## config.mk

```make
export PLATFORM = sky130hd
export DESIGN_NAME = instr_ctrl_flat
export DESIGN_NICKNAME = d
export VERILOG_FILES = /design/src/rtl/instr_ctrl_if.sv /design/src/rtl/instr_ctrl.sv /design/src/flat_wrapper.sv
export SDC_FILE = /design/constraint.sdc
export NUM_CORES = 1
export LEC_CHECK = 0
export BUFFER_PORTS_ARGS = -buffer_cell sky130_fd_sc_hd__buf_2
export CORE_MARGIN = 1
export CORE_UTILIZATION = 40
export DETAILED_ROUTE_END_ITERATION = 8
export HOLD_SLACK_MARGIN = 0.15
export PLACE_DENSITY_LB_ADDON = 0.12
export SETUP_SLACK_MARGIN = 0.1
export SYNTH_ARGS = -nofsm -noshare
export SYNTH_HDL_FRONTEND = slang
export SYNTH_SLANG_ARGS = --single-unit
```

## constraint.sdc

```tcl
create_clock -name clk -period 7.37 [get_ports clk]
set_input_delay 1.1055 -clock clk [delete_from_list [all_inputs] [get_ports clk]]
set_output_delay 1.1055 -clock clk [all_outputs]
set_load 0.01 [all_outputs]
```

## src/rtl/instr_ctrl_if.sv

```systemverilog
// Bus between the instruction controller, its instruction ROM and the 8x16 register file.
// Protocol: ROM data is valid the cycle after imem_addr; wr_addr/wr_data are meaningful only while wr_en=1.
interface instr_ctrl_if #(
    parameter int PC_WIDTH = 8
);
    logic [PC_WIDTH-1:0] imem_addr;
    logic [15:0]         imem_data;
    logic [2:0]          rd0_addr;
    logic [2:0]          rd1_addr;
    logic [15:0]         rd0_data;
    logic [15:0]         rd1_data;
    logic [2:0]          wr_addr;
    logic [15:0]         wr_data;
    logic                wr_en;

    modport master (
        output imem_addr, rd0_addr, rd1_addr, wr_addr, wr_data, wr_en,
        input  imem_data, rd0_data, rd1_data
    );

    modport slave (
        input  imem_addr, rd0_addr, rd1_addr, wr_addr, wr_data, wr_en,
        output imem_data, rd0_data, rd1_data
    );
endinterface

```

## src/rtl/instr_ctrl.sv

```systemverilog
// Fetch/decode/execute/writeback controller for the 8x16 lab CPU: four cycles per
// instruction, drives the ROM address and the register file ports through one ALU.
module instr_ctrl #(
    parameter int PC_WIDTH = 8
) (
    input  logic          clk,
    input  logic          rst,
    input  logic          run,
    instr_ctrl_if.master  bus,
    output logic          halted,
    output logic [2:0]    dbg_state
);
    typedef enum logic [2:0] {
        S_IDLE   = 3'd0,
        S_FETCH  = 3'd1,
        S_DECODE = 3'd2,
        S_EXEC   = 3'd3,
        S_WB     = 3'd4,
        S_HALTED = 3'd5
    } state_t;

    localparam logic [3:0] OP_JMP  = 4'hA;
    localparam logic [3:0] OP_HALT = 4'hF;

    state_t              state, state_nxt;
    logic [PC_WIDTH-1:0] pc;
    logic [PC_WIDTH-1:0] jmp_target;
    logic [15:0]         ir;
    logic [15:0]         result;
    logic [15:0]         alu_out;
    logic [3:0]          op;
    logic                writes_reg;

    assign op         = ir[15:12];
    assign writes_reg = (op >= 4'h1) && (op <= 4'h9);

    // Jump target is imm8, zero-extended or truncated to the PC width.
    if (PC_WIDTH >= 8) begin : g_wide_pc
        assign jmp_target = PC_WIDTH'(ir[7:0]);
    end else begin : g_narrow_pc
        assign jmp_target = ir[PC_WIDTH-1:0];
    end

    always_ff @(posedge clk or posedge rst) begin
        if (rst) state <= S_IDLE;
        else     state <= state_nxt;
    end

    always_comb begin
        state_nxt = state;
        case (state)
            S_IDLE:   if (run) state_nxt = S_FETCH;
            S_FETCH:  state_nxt = S_DECODE;
            S_DECODE: state_nxt = S_EXEC;
            S_EXEC:   state_nxt = (op == OP_HALT) ? S_HALTED : S_WB;
            S_WB:     state_nxt = run ? S_FETCH : S_IDLE;
            S_HALTED: state_nxt = S_HALTED;
            default:  state_nxt = S_IDLE;
        endcase
    end

    always_comb begin
        alu_out = 16'h0000;
        case (op)
            4'h1:    alu_out = bus.rd0_data + bus.rd1_data;
            4'h2:    alu_out = bus.rd0_data - bus.rd1_data;
            4'h3:    alu_out = bus.rd0_data & bus.rd1_data;
            4'h4:    alu_out = bus.rd0_data | bus.rd1_data;
            4'h5:    alu_out = bus.rd0_data ^ bus.rd1_data;
            4'h6:    alu_out = ~bus.rd0_data;
            4'h7:    alu_out = bus.rd0_data << bus.rd1_data[3:0];
            4'h8:    alu_out = bus.rd0_data >> bus.rd1_data[3:0];
            4'h9:    alu_out = {8'h00, ir[7:0]};
            default: alu_out = 16'h0000;
        endcase
    end

    // The write lands at the end of WB, so an operand equal to dst reads the old value in EXEC.
    always_ff @(posedge clk or posedge rst) begin
        if (rst) begin
            pc     <= '0;
            ir     <= 16'h0000;
            result <= 16'h0000;
        end else begin
            case (state)
                S_DECODE: ir     <= bus.imem_data;
                S_EXEC:   result <= alu_out;
                S_WB:     pc     <= (op == OP_JMP) ? jmp_target : pc + PC_WIDTH'(1);
                default:  ;
            endcase
        end
    end

    assign bus.imem_addr = pc;
    assign bus.rd0_addr  = ir[8:6];
    assign bus.rd1_addr  = ir[5:3];
    assign bus.wr_addr   = ir[11:9];
    assign bus.wr_data   = result;
    assign bus.wr_en     = (state == S_WB) && writes_reg;
    assign halted        = (state == S_HALTED);
    assign dbg_state     = state;
endmodule

```

## src/flat_wrapper.sv

```systemverilog
// flat-port wrapper written by rule: the top's interface ports become plain ports
module instr_ctrl_flat 
#(
    parameter int PC_WIDTH = 8
)
  (clk, rst, run, halted, dbg_state, bus_imem_addr, bus_rd0_addr, bus_rd1_addr, bus_wr_addr, bus_wr_data, bus_wr_en, bus_imem_data, bus_rd0_data, bus_rd1_data);
  instr_ctrl_if #(.PC_WIDTH(PC_WIDTH)) bus_i ();
  input  logic clk;
  input  logic rst;
  input  logic run;
  output logic halted;
  output logic [2:0] dbg_state;
  output wire logic [$bits(bus_i.imem_addr)-1:0] bus_imem_addr;
  output wire logic [$bits(bus_i.rd0_addr)-1:0] bus_rd0_addr;
  output wire logic [$bits(bus_i.rd1_addr)-1:0] bus_rd1_addr;
  output wire logic [$bits(bus_i.wr_addr)-1:0] bus_wr_addr;
  output wire logic [$bits(bus_i.wr_data)-1:0] bus_wr_data;
  output wire logic [$bits(bus_i.wr_en)-1:0] bus_wr_en;
  input wire logic [$bits(bus_i.imem_data)-1:0] bus_imem_data;
  input wire logic [$bits(bus_i.rd0_data)-1:0] bus_rd0_data;
  input wire logic [$bits(bus_i.rd1_data)-1:0] bus_rd1_data;
  assign bus_imem_addr = bus_i.imem_addr;
  assign bus_rd0_addr = bus_i.rd0_addr;
  assign bus_rd1_addr = bus_i.rd1_addr;
  assign bus_wr_addr = bus_i.wr_addr;
  assign bus_wr_data = bus_i.wr_data;
  assign bus_wr_en = bus_i.wr_en;
  assign bus_i.imem_data = bus_imem_data;
  assign bus_i.rd0_data = bus_rd0_data;
  assign bus_i.rd1_data = bus_rd1_data;
  instr_ctrl #(.PC_WIDTH(PC_WIDTH)) u_core (.clk(clk), .rst(rst), .run(run), .bus(bus_i), .halted(halted), .dbg_state(dbg_state));
endmodule
```

Word level (Yosys, flattened, before mapping). Cells that the tools add are included.

Register bits after elaboration: 43. Bits of input ports: 51. Output and inout bits: 38.

Add/subtract/negate cells: 3. $lt $le $gt $ge: 2. Equality and inequality tests: 17. Shift operators: 2. Muxes and demuxes: 6. Bitwise operators: 4. Reduce and logical (&&, ||, !) cells: 3.

Operators by type and width (number): 16-bit one-hot mux with 9 select lines (1); 3-bit one-hot mux with 6 select lines (1); 16-bit adder (1); 16-bit AND (1); 4-bit by 3-bit equality test with 1-bit output (second input constant) (4); 4-bit equality test (second input constant) (4); 16-bit NOT (1); 16-bit OR (1); 16-bit by 4-bit left shift with 16-bit output (1); 16-bit by 4-bit right shift with 16-bit output (1); 16-bit subtractor (1); 16-bit bitwise XOR (1); 8-bit by 1-bit adder with 8-bit output (second input constant) (1); 4-bit by 2-bit equality test with 1-bit output (second input constant) (2); 8-bit two-way mux (1); 3-bit by 2-bit equality test with 1-bit output (second input constant) (2); 3-bit equality test (second input constant) (2); 4-bit by 1-bit equality test with 1-bit output (second input constant) (1); 4-bit by 1-bit greater-or-equal comparator with 1-bit output (second input constant) (1); 4-bit <= comparator (second input constant) (1); 3-bit by 1-bit equality test with 1-bit output (second input constant) (1); 3-bit zero test (1); 3-bit two-way mux (1); 1-bit logical AND (2); other kinds (2) (3).

Logic depth before layout (Yosys ltp). Gate-level depths: netlist of the first run.

Word-level depth: 3. Depth in mapped cells: 16. Gate-level depth less buffers: 13.

Worst setup path after synthesis of the first run. OpenSTA, ideal clock, no wires.

Path type: input port to flip-flop. Start point: input port bus_rd1_data[0]. End point: register u_core.result[15] (netlist: u_core.bus.wr_data[15]). Library setup time: 0.095 ns. Data arrival time: 3.945 ns. Required time: 7.275 ns. Setup slack: 3.329 ns. Stages: 16. Path buffers: 3. Cells stage by stage: buf_6 buf_6 inv_2 buf_4 ha_1 nand2_1 nor3_1 a41oi_1 xnor2_1 ha_1 a21o_1 a21o_1 a221o_1 a31oi_2 xnor2_1 o31ai_1.

Word-level cells in the longest chain between the ends: 2. Elaborated cells on any way between the ends: 5. Classes of those cells: 2 x add/sub; 2 x shift; 1 x mux.

RTL lines: start, declared (line flat_wrapper.sv:21) `input wire logic [$bits(bus_i.rd1_data)-1:0] bus_rd1_data;`; 16-bit subtractor, or another cell as far along (line instr_ctrl.sv:66) `4'h2: alu_out = bus.rd0_data - bus.rd1_data;`; 16-bit one-hot mux with 9 select lines (*) (line instr_ctrl.sv:64) `case (op)`; end signal, assigned (line instr_ctrl.sv:87) `S_EXEC: result <= alu_out;`; end, declared (line instr_ctrl.sv:29) `logic [15:0] result;`.

Every way passes the cells marked *; elsewhere a longest branch is shown, timed or not. A chain may end at the register's enable or synchronous reset.

Final worst setup path of the first run. Ends and elaborated chain as after synthesis.

==> results of run 1 <==
[logic make-up (layout without fill, tap and decap cells)]
| logic type | after synthesis | in the layout | synth area share |
|---|---|---|---|
| multiplexers | 69 | 69 | 0.167 |
| flip-flops | 43 | 43 | 0.189 |
| AND/OR/NAND/NOR | 194 | 194 | 0.177 |
| AO/OA/AOI/OAI | 202 | 202 | 0.242 |
| adder cells (fa/ha/maj) | 51 | 51 | 0.114 |
| XOR/XNOR | 21 | 21 | 0.0337 |
| buffers and inverters | 93 | 143 | 0.0771 |
[cell type report]
class | count | area [um2]
fillers | 1441 | 7610
multi-input cells | 537 | 4180
flip-flops and latches | 43 | 1080
clock buffers | 5 | 125
well taps | 180 | 225
inverters | 41 | 154
repair buffers | 94 | 485
clock inverters | 3 | 26.3
[state kept, by name, summed over array words and instances (netlist names)]
register and cells:
u_core.ir 16, u_core.bus.wr_data 16, u_core.dbg_state 3, u_core.bus.imem_addr 8
[worst paths after layout]
kind | to | startpoint
min in group asynchronous | u_core.bus.wr_data[15] | rst
setup reg to reg | u_core.bus.wr_data[14] | u_core.ir[14]
hold reg to reg | u_core.ir[10] | u_core.ir[10]
max in group asynchronous | u_core.bus.wr_data[2] | rst
setup / recovery | u_core.bus.wr_data[15] | bus_rd1_data[0]
hold / removal | u_core.ir[10] | u_core.ir[10]
[cell usage in the layout (no fill, tap or decap), types with 23 or more instances in the layout]
cell type  netlist  routed
a21oi_1         63      63
buf_2           14      88
dfrtp_1         43      43
ha_1            50      50
inv_1           39      38
mux2_2          28      28
mux2i_1         23      23
nand2_1         41      41
nor2_1          55      55
o21ai_0         27      27
[layer usage]
layer	share of wire	vias up
li1	-	2608
met4	0.025	0
met3	0.084	31
met1	0.44	2739
met2	0.45	275
met5	0	-
[report_power, final]
| group | total, mW | internal [mW] | switching [mW] | leakage (nW) |
|---|---|---|---|---|
| clock | 0.243 | 0.129 | 0.114 | 0.0748 |
| sequential | 0.488 | 0.347 | 0.142 | 0.528 |
| combinational | 1.30 | 0.522 | 0.773 | 2.24 |
[worst max-delay path: stages]
cell and delay, ns:
buf_2 0.34, inv_2 0.37, ha_1 0.28, nand2_1 0.07, nor3_1 0.57, a21oi_1 0.18
xnor2_1 0.16, ha_1 0.34, a21oi_1 0.27, o21ai_1 0.17, a221o_1 0.39, a31oi_2 0.17
xnor2_1 0.09, o31ai_1 0.23
==> metrics, run 1 <==
buffers inserted during post-CTS setup optimization=0; source-to-sink clock delay at the later pin of the worst-skew pair=0.30 ns; fin area=6270 um2; CTS Hold Bufs=0; CTS sink cnt=43; height of the die=121 um; final worst slack=2.81 ns; full die area=14,700 um2; Avg Synthesized Cell Area=8.44 um2; CTS resizes=0; via count of the first global-routing pass=roughly 5,300; crit start category=primary input; post-DR vias/cell=6.26; first-pass iteration count of the detailed router=6; final weighted congestion in routability-driven placement=0.958; total standard cell area after synthesis=5680 um2; GRT Overall Usage=0.293; number of DRC markers after the initial detailed-route iteration=597; initial antenna violation count=0; busiest layer in global routing=met2; CTS tree=yes; sequential element share of the synthesized area=0.189; number of vias after detailed routing=roughly 5,700; RSZ-0062 raised after global routing=false; LEAKAGE=2.84 nW; Crit Path Max Fanout=31; routing usage on met2=0.454; clock edge transition at the registers on the reported setup and hold paths=0.07 ns; Power per Cell Area=323 nW/um2; non-filler cells in the finished layout=roughly 900; final cycle utilization of the critical path=0.618; starting utilization of the core area=0.409; Max H-tree Level=2; result of the run=complete, no violations; setup slack on the worst flop-to-flop path=about 3.8 ns; transition time at the pin with the least slew margin=1.11 ns; Max-slew headroom=0.255; top-level I/O count=89; # setup viols final=0; synth-to-layout area growth=10.3%; Sum Neg Setup Slack=0 ns; VDD IR-drop max=0.000201 V; first-pass GRT wire length=31,800 um; count of standard-cell rows=43; predominant post-synthesis flop cell=dfrtp_1; gr ovfl total=0; cell types occupying the most area after synthesis=dfrtp_1, ha_1, mux4_2; number of diodes=0; type of the setup path with the least slack=in -> reg; most used standard cell by instance count after synthesis=a21oi_1; number of buffers on the longest clock path=2; final hold violation count=0; maximum number of pins on one net before global-route repair=44; Min Hold Slack=0.504 ns; grt met1 use=0.413; Final Total Pwr=just over 2 mW; Post-synth EDFFs=0; required time reported for the critical path endpoint=roughly 7.6 ns; hold path depth=1; Max Fclk=219 MHz; final layout net count=824; Worst Reg-to-Reg Cells=10; met3 layer usage reported by global route=0.0484; Post-Syn Instances=673; pins over their slew limit=0; # Max-Cap Violations=0; number of buffers inserted during clock tree synthesis=5; total instance count after detailed placement=895; remaining design rule violation count=0; Setup Slack @ Placement=2.61 ns; width of the die=121 um; DP HPWL=15,600 um; post-synth net total=roughly 780; Hold Crit Class=reg -> reg; final critical path time including I/O delays and setup=4.56 ns; count of buffers from port buffering=between 80 and 90; share of layout cells above drive strength 1=0.228; most frequent cells after synthesis=a21oi_1, nor2_1, ha_1; final design utilization=0.452; cell taking the most area after synthesis=dfrtp_1; number of synthesized register bits=43; worst clock skew=0.00563 ns; arrival time at the worst endpoint=roughly 4.8 ns; Total Routed Length=21,000 um; number of warnings reported in the yosys synthesis log=0; Crit. End Element=flop; residual antenna-violating net count after detailed routing=0; share of the synthesized area in the top cell type=0.189; clk root buf=clkbuf_16; placeable core area=approximately 14,000 um2; final routed wire length divided by cell count=23.3 um; ys async rst share=1.00; Cell Area, Placed=around 6000 um2; distinct cell type count of the synthesized netlist=76
No activity file was read; power rests on OpenSTA's default activity.
==> run 2: changes to the inputs <==
--- a/config.mk
+++ b/config.mk
@@ -5,6 +5,7 @@
 export SDC_FILE = /design/constraint.sdc
 export NUM_CORES = 1
 export LEC_CHECK = 0
+export ABC_AREA = 1
 export BUFFER_PORTS_ARGS = -buffer_cell sky130_fd_sc_hd__buf_2
 export CORE_MARGIN = 1
 export CORE_UTILIZATION = 40
==> constraint.sdc (replaced) <==
create_clock -name clk -period 3.8 [get_ports clk]
set_input_delay 0.57 -clock clk [delete_from_list [all_inputs] [get_ports clk]]
set_output_delay 0.57 -clock clk [all_outputs]
set_load 0.01 [all_outputs]
==> metrics, run 2 <==
share of the synthesized area in the top cell type=0.211 (was 0.189); type of the setup path with the least slack=reg -> reg (was in -> reg); arrival time at the worst endpoint=3.21 ns (was 4.76 ns); Hold Path End=u_core.bus.wr_data[2] (was u_core.ir[10]); fin area=6150 um2 (was 6270 um2); GRT Overall Usage=0.274 (was 0.293); gr ovfl total=0 (unchanged); width of the die=119 um (was 121 um); buffers inserted during post-CTS setup optimization=0 (unchanged); worst clock skew=0.00521 ns (was 0.00563 ns); distinct cell type count of the synthesized netlist=40 (was 76); number of synthesized register bits=43 (unchanged); RSZ-0062 raised after global routing=false (unchanged); number of warnings reported in the yosys synthesis log=0 (unchanged); Max-slew headroom=0.359 (was 0.255); via count of the first global-routing pass=5,710 (was 5,310); final layout net count=1,063 (was 824); final weighted congestion in routability-driven placement=0.970 (was 0.958); most common cell after layout, fill and taps aside=nand2_1 (was buf_2); source-to-sink clock delay at the later pin of the worst-skew pair=0.29 ns (was 0.30 ns); Avg Synthesized Cell Area=6.13 um2 (was 8.44 um2); Max H-tree Level=2 (unchanged); number of diodes=0 (unchanged); fill count=1,481 (was 1,441); ys async rst share=1.00 (unchanged); required time reported for the critical path endpoint=3.98 ns (was 7.58 ns); maximum number of pins on one net before global-route repair=44 (unchanged); transition time at the pin with the least slew margin=0.961 ns (was 1.11 ns); Crit. End Element=flop (unchanged); Setup Slack @ Placement=0.581 ns (was 2.61 ns); clk root buf=clkbuf_16 (unchanged); synth-to-layout area growth=12.1% (was 10.3%); final routed wire length divided by cell count=16.5 um (was 23.3 um); sequential element share of the synthesized area=0.196 (was 0.189); CTS sink cnt=43 (unchanged); CTS tree=yes (unchanged); final worst slack=0.770 ns (was 2.81 ns); number of buffers on the longest clock path=2 (unchanged); r2r startpoint=u_core.ir[12] (was u_core.ir[14]); Total Routed Length=18,800 um (was 21,000 um); net switching component of the power=1.54 mW (was 1.03 mW); CTS resizes=0 (unchanged); number of DRC markers after the initial detailed-route iteration=504 (was 597); Worst Reg-to-Reg Cells=18 (was 10); remaining design rule violation count=0 (unchanged); count of buffers from port buffering=88 (unchanged); final critical path time including I/O delays and setup=3.03 ns; Clock power frac=0.159 (was 0.120); full die area=14,200 um2 (was 14,700 um2); final design utilization=0.463 (was 0.452); switching power as a share of total power=0.492 (was 0.508); clock edge transition at the registers on the reported setup and hold paths=0.06 ns (was 0.07 ns); first-pass GRT wire length=30,400 um (was 31,800 um); non-filler cells in the finished layout=1,138 (was 903); hold path depth=2 (was 1); Hold Crit Class=reg -> reg (unchanged); Max Fclk=330 MHz; final hold violation count=0 (unchanged); # Max-Cap Violations=0 (unchanged); Power per Cell Area=509 nW/um2 (was 323 nW/um2); most used standard cell by instance count after synthesis=nand2_1 (was a21oi_1); internal power summed over all cells=1.59 mW (was 0.998 mW); Cell Area, Placed=5980 um2 (was 6120 um2); CTS Hold Bufs=0 (unchanged); setup slack on the worst flop-to-flop path=0.77 ns (was 3.80 ns); height of the die=119 um (was 121 um); initial antenna violation count=0 (unchanged); pins over their slew limit=0 (unchanged); first-pass iteration count of the detailed router=5 (was 6); logic gate share of total power=0.582 (was 0.639); result of the run=complete, no violations (unchanged); launch point of the worst hold path=u_core.bus.wr_data[2] (was u_core.ir[10]); DP HPWL=14,800 um (was 15,600 um); Min Hold Slack=0.474 ns (was 0.504 ns); Sum Neg Setup Slack=0 ns (unchanged); cell types occupying the most area after synthesis=nand2_1, dfrtp_1, ha_1 (was dfrtp_1, ha_1, mux4_2); # setup viols final=0 (unchanged); Crit Path Max Fanout=12 (was 31); top-level I/O count=89 (unchanged); Post-synth EDFFs=0 (unchanged); number of vias after detailed routing=6,054 (was 5,653); predominant post-synthesis flop cell=dfrtp_1 (unchanged); VDD IR-drop max=0.000290 V (was 0.000201 V); residual antenna-violating net count after detailed routing=0 (unchanged); most frequent cells after synthesis=nand2_1, nand3_1, inv_1 (was a21oi_1, nor2_1, ha_1); crit start category=flop (was primary input); count of standard-cell rows=42 (was 43); share of layout cells above drive strength 1=0.154 (was 0.228); starting utilization of the core area=0.413 (was 0.409); most used cells in the layout excluding fill and tap cells=nand2_1, buf_2, nand3_1 (was buf_2, a21oi_1, nor2_1); Final Total Pwr=3.13 mW (was 2.03 mW); number of buffers inserted during clock tree synthesis=5 (unchanged); Worst Setup SP=u_core.ir[12] (was bus_rd1_data[0]); post-synth net total=997 (was 775); post-DR vias/cell=5.32 (was 6.26); reg2reg end=u_core.bus.wr_data[11] (was u_core.bus.wr_data[14]); cell taking the most area after synthesis=nand2_1 (was dfrtp_1); placeable core area=13,300 um2 (was 13,900 um2); final cycle utilization of the critical path=0.797; Post-Syn Instances=895 (was 673); total instance count after detailed placement=1,130 (was 895); sequential share of power=0.259 (was 0.241); LEAKAGE=3.39 nW (was 2.84 nW); total standard cell area after synthesis=5490 um2 (was 5680 um2)
[run 2: cell types whose count changed after synthesis, sizes merged, moves of 14 or more]
cell,delta
a21oi,-21
clkbuf,-14
inv,+56
mux2,-17
mux2i,-23
mux4,-18
nand2,+272
nand3,+70
nor2,+14
o21ai,+32
xnor2,-17
xor2,+15
[run 2: final cells by class]
class	count	area (um2)	area share
inverter	99	374	0.0608
sequential	43	1080	0.175
timing repair buffer	94	485	0.0789
clock buffer	5	125	0.0203
multi-input combinational	718	3830	0.622
tap	176	220	0.0358
clock inverter	3	43.8	0.00712
[run 2: kinds of logic after synthesis]
| logic type | Yosys count | share of synthesized area |
|---|---|---|
| buffers and inverters | 134 | 0.106 |
| DFF | 43 | 0.196 |
| adders and majority gates | 51 | 0.118 |
| muxes | 11 | 0.0226 |
| xor gates and xnor gates | 19 | 0.0303 |
| and+or+nand+nor | 504 | 0.393 |
| AOI/OAI and AO/OA | 133 | 0.134 |
[run 2: layer usage]
| metal | vias up | part of all wire | wire (um) | global-route usage |
|---|---|---|---|---|
| met5 | - | 0 | 0 | 0 |
| met2 | 232 | 0.44 | 8230 | 0.426 |
| li1 | 3029 | - | - | - |
| met3 | 26 | 0.077 | 1450 | 0.0546 |
| met1 | 2767 | 0.47 | 8780 | 0.383 |
| met4 | 0 | 0.019 | 350 | 0.0744 |
[run 2: worst max-delay path by stage]
stage	endpoint	slack [ns]
after floorplan	u_core.bus.wr_data[15]	0.76
after global placement	u_core.bus.wr_data[15]	0.58
after detailed placement	u_core.bus.wr_data[15]	0.58
after CTS	u_core.bus.wr_data[7]	0.78
after global routing	u_core.bus.wr_data[9]	0.44
final	u_core.bus.wr_data[11]	0.77
[run 2: critical path: stages (launching register included)]
cell	delay, ns
dfrtp_1	0.43
inv_2	0.05
nand2_1	0.18
inv_2	0.05
nand2_1	0.34
inv_2	0.15
a21oi_1	0.19
xor2_1	0.16
inv_1	0.06
ha_1	0.36
nand2_1	0.09
inv_1	0.07
nand2_1	0.09
a21oi_1	0.22
o21ai_0	0.17
nand3_1	0.10
nand2_1	0.06
nand2_1	0.07
nand2_1	0.06
[run 2: power by group through the flow]
stage                     Clock (mW)  Sequential (mW)  Combinational, mW
after global routing           0.527            0.839               2.06
after detailed placement           0            0.818               1.81
after CTS                      0.515            0.813               1.81
after floorplan                    0            0.828               1.26
after global placement             0            0.814               1.81
final                          0.499            0.811               1.82
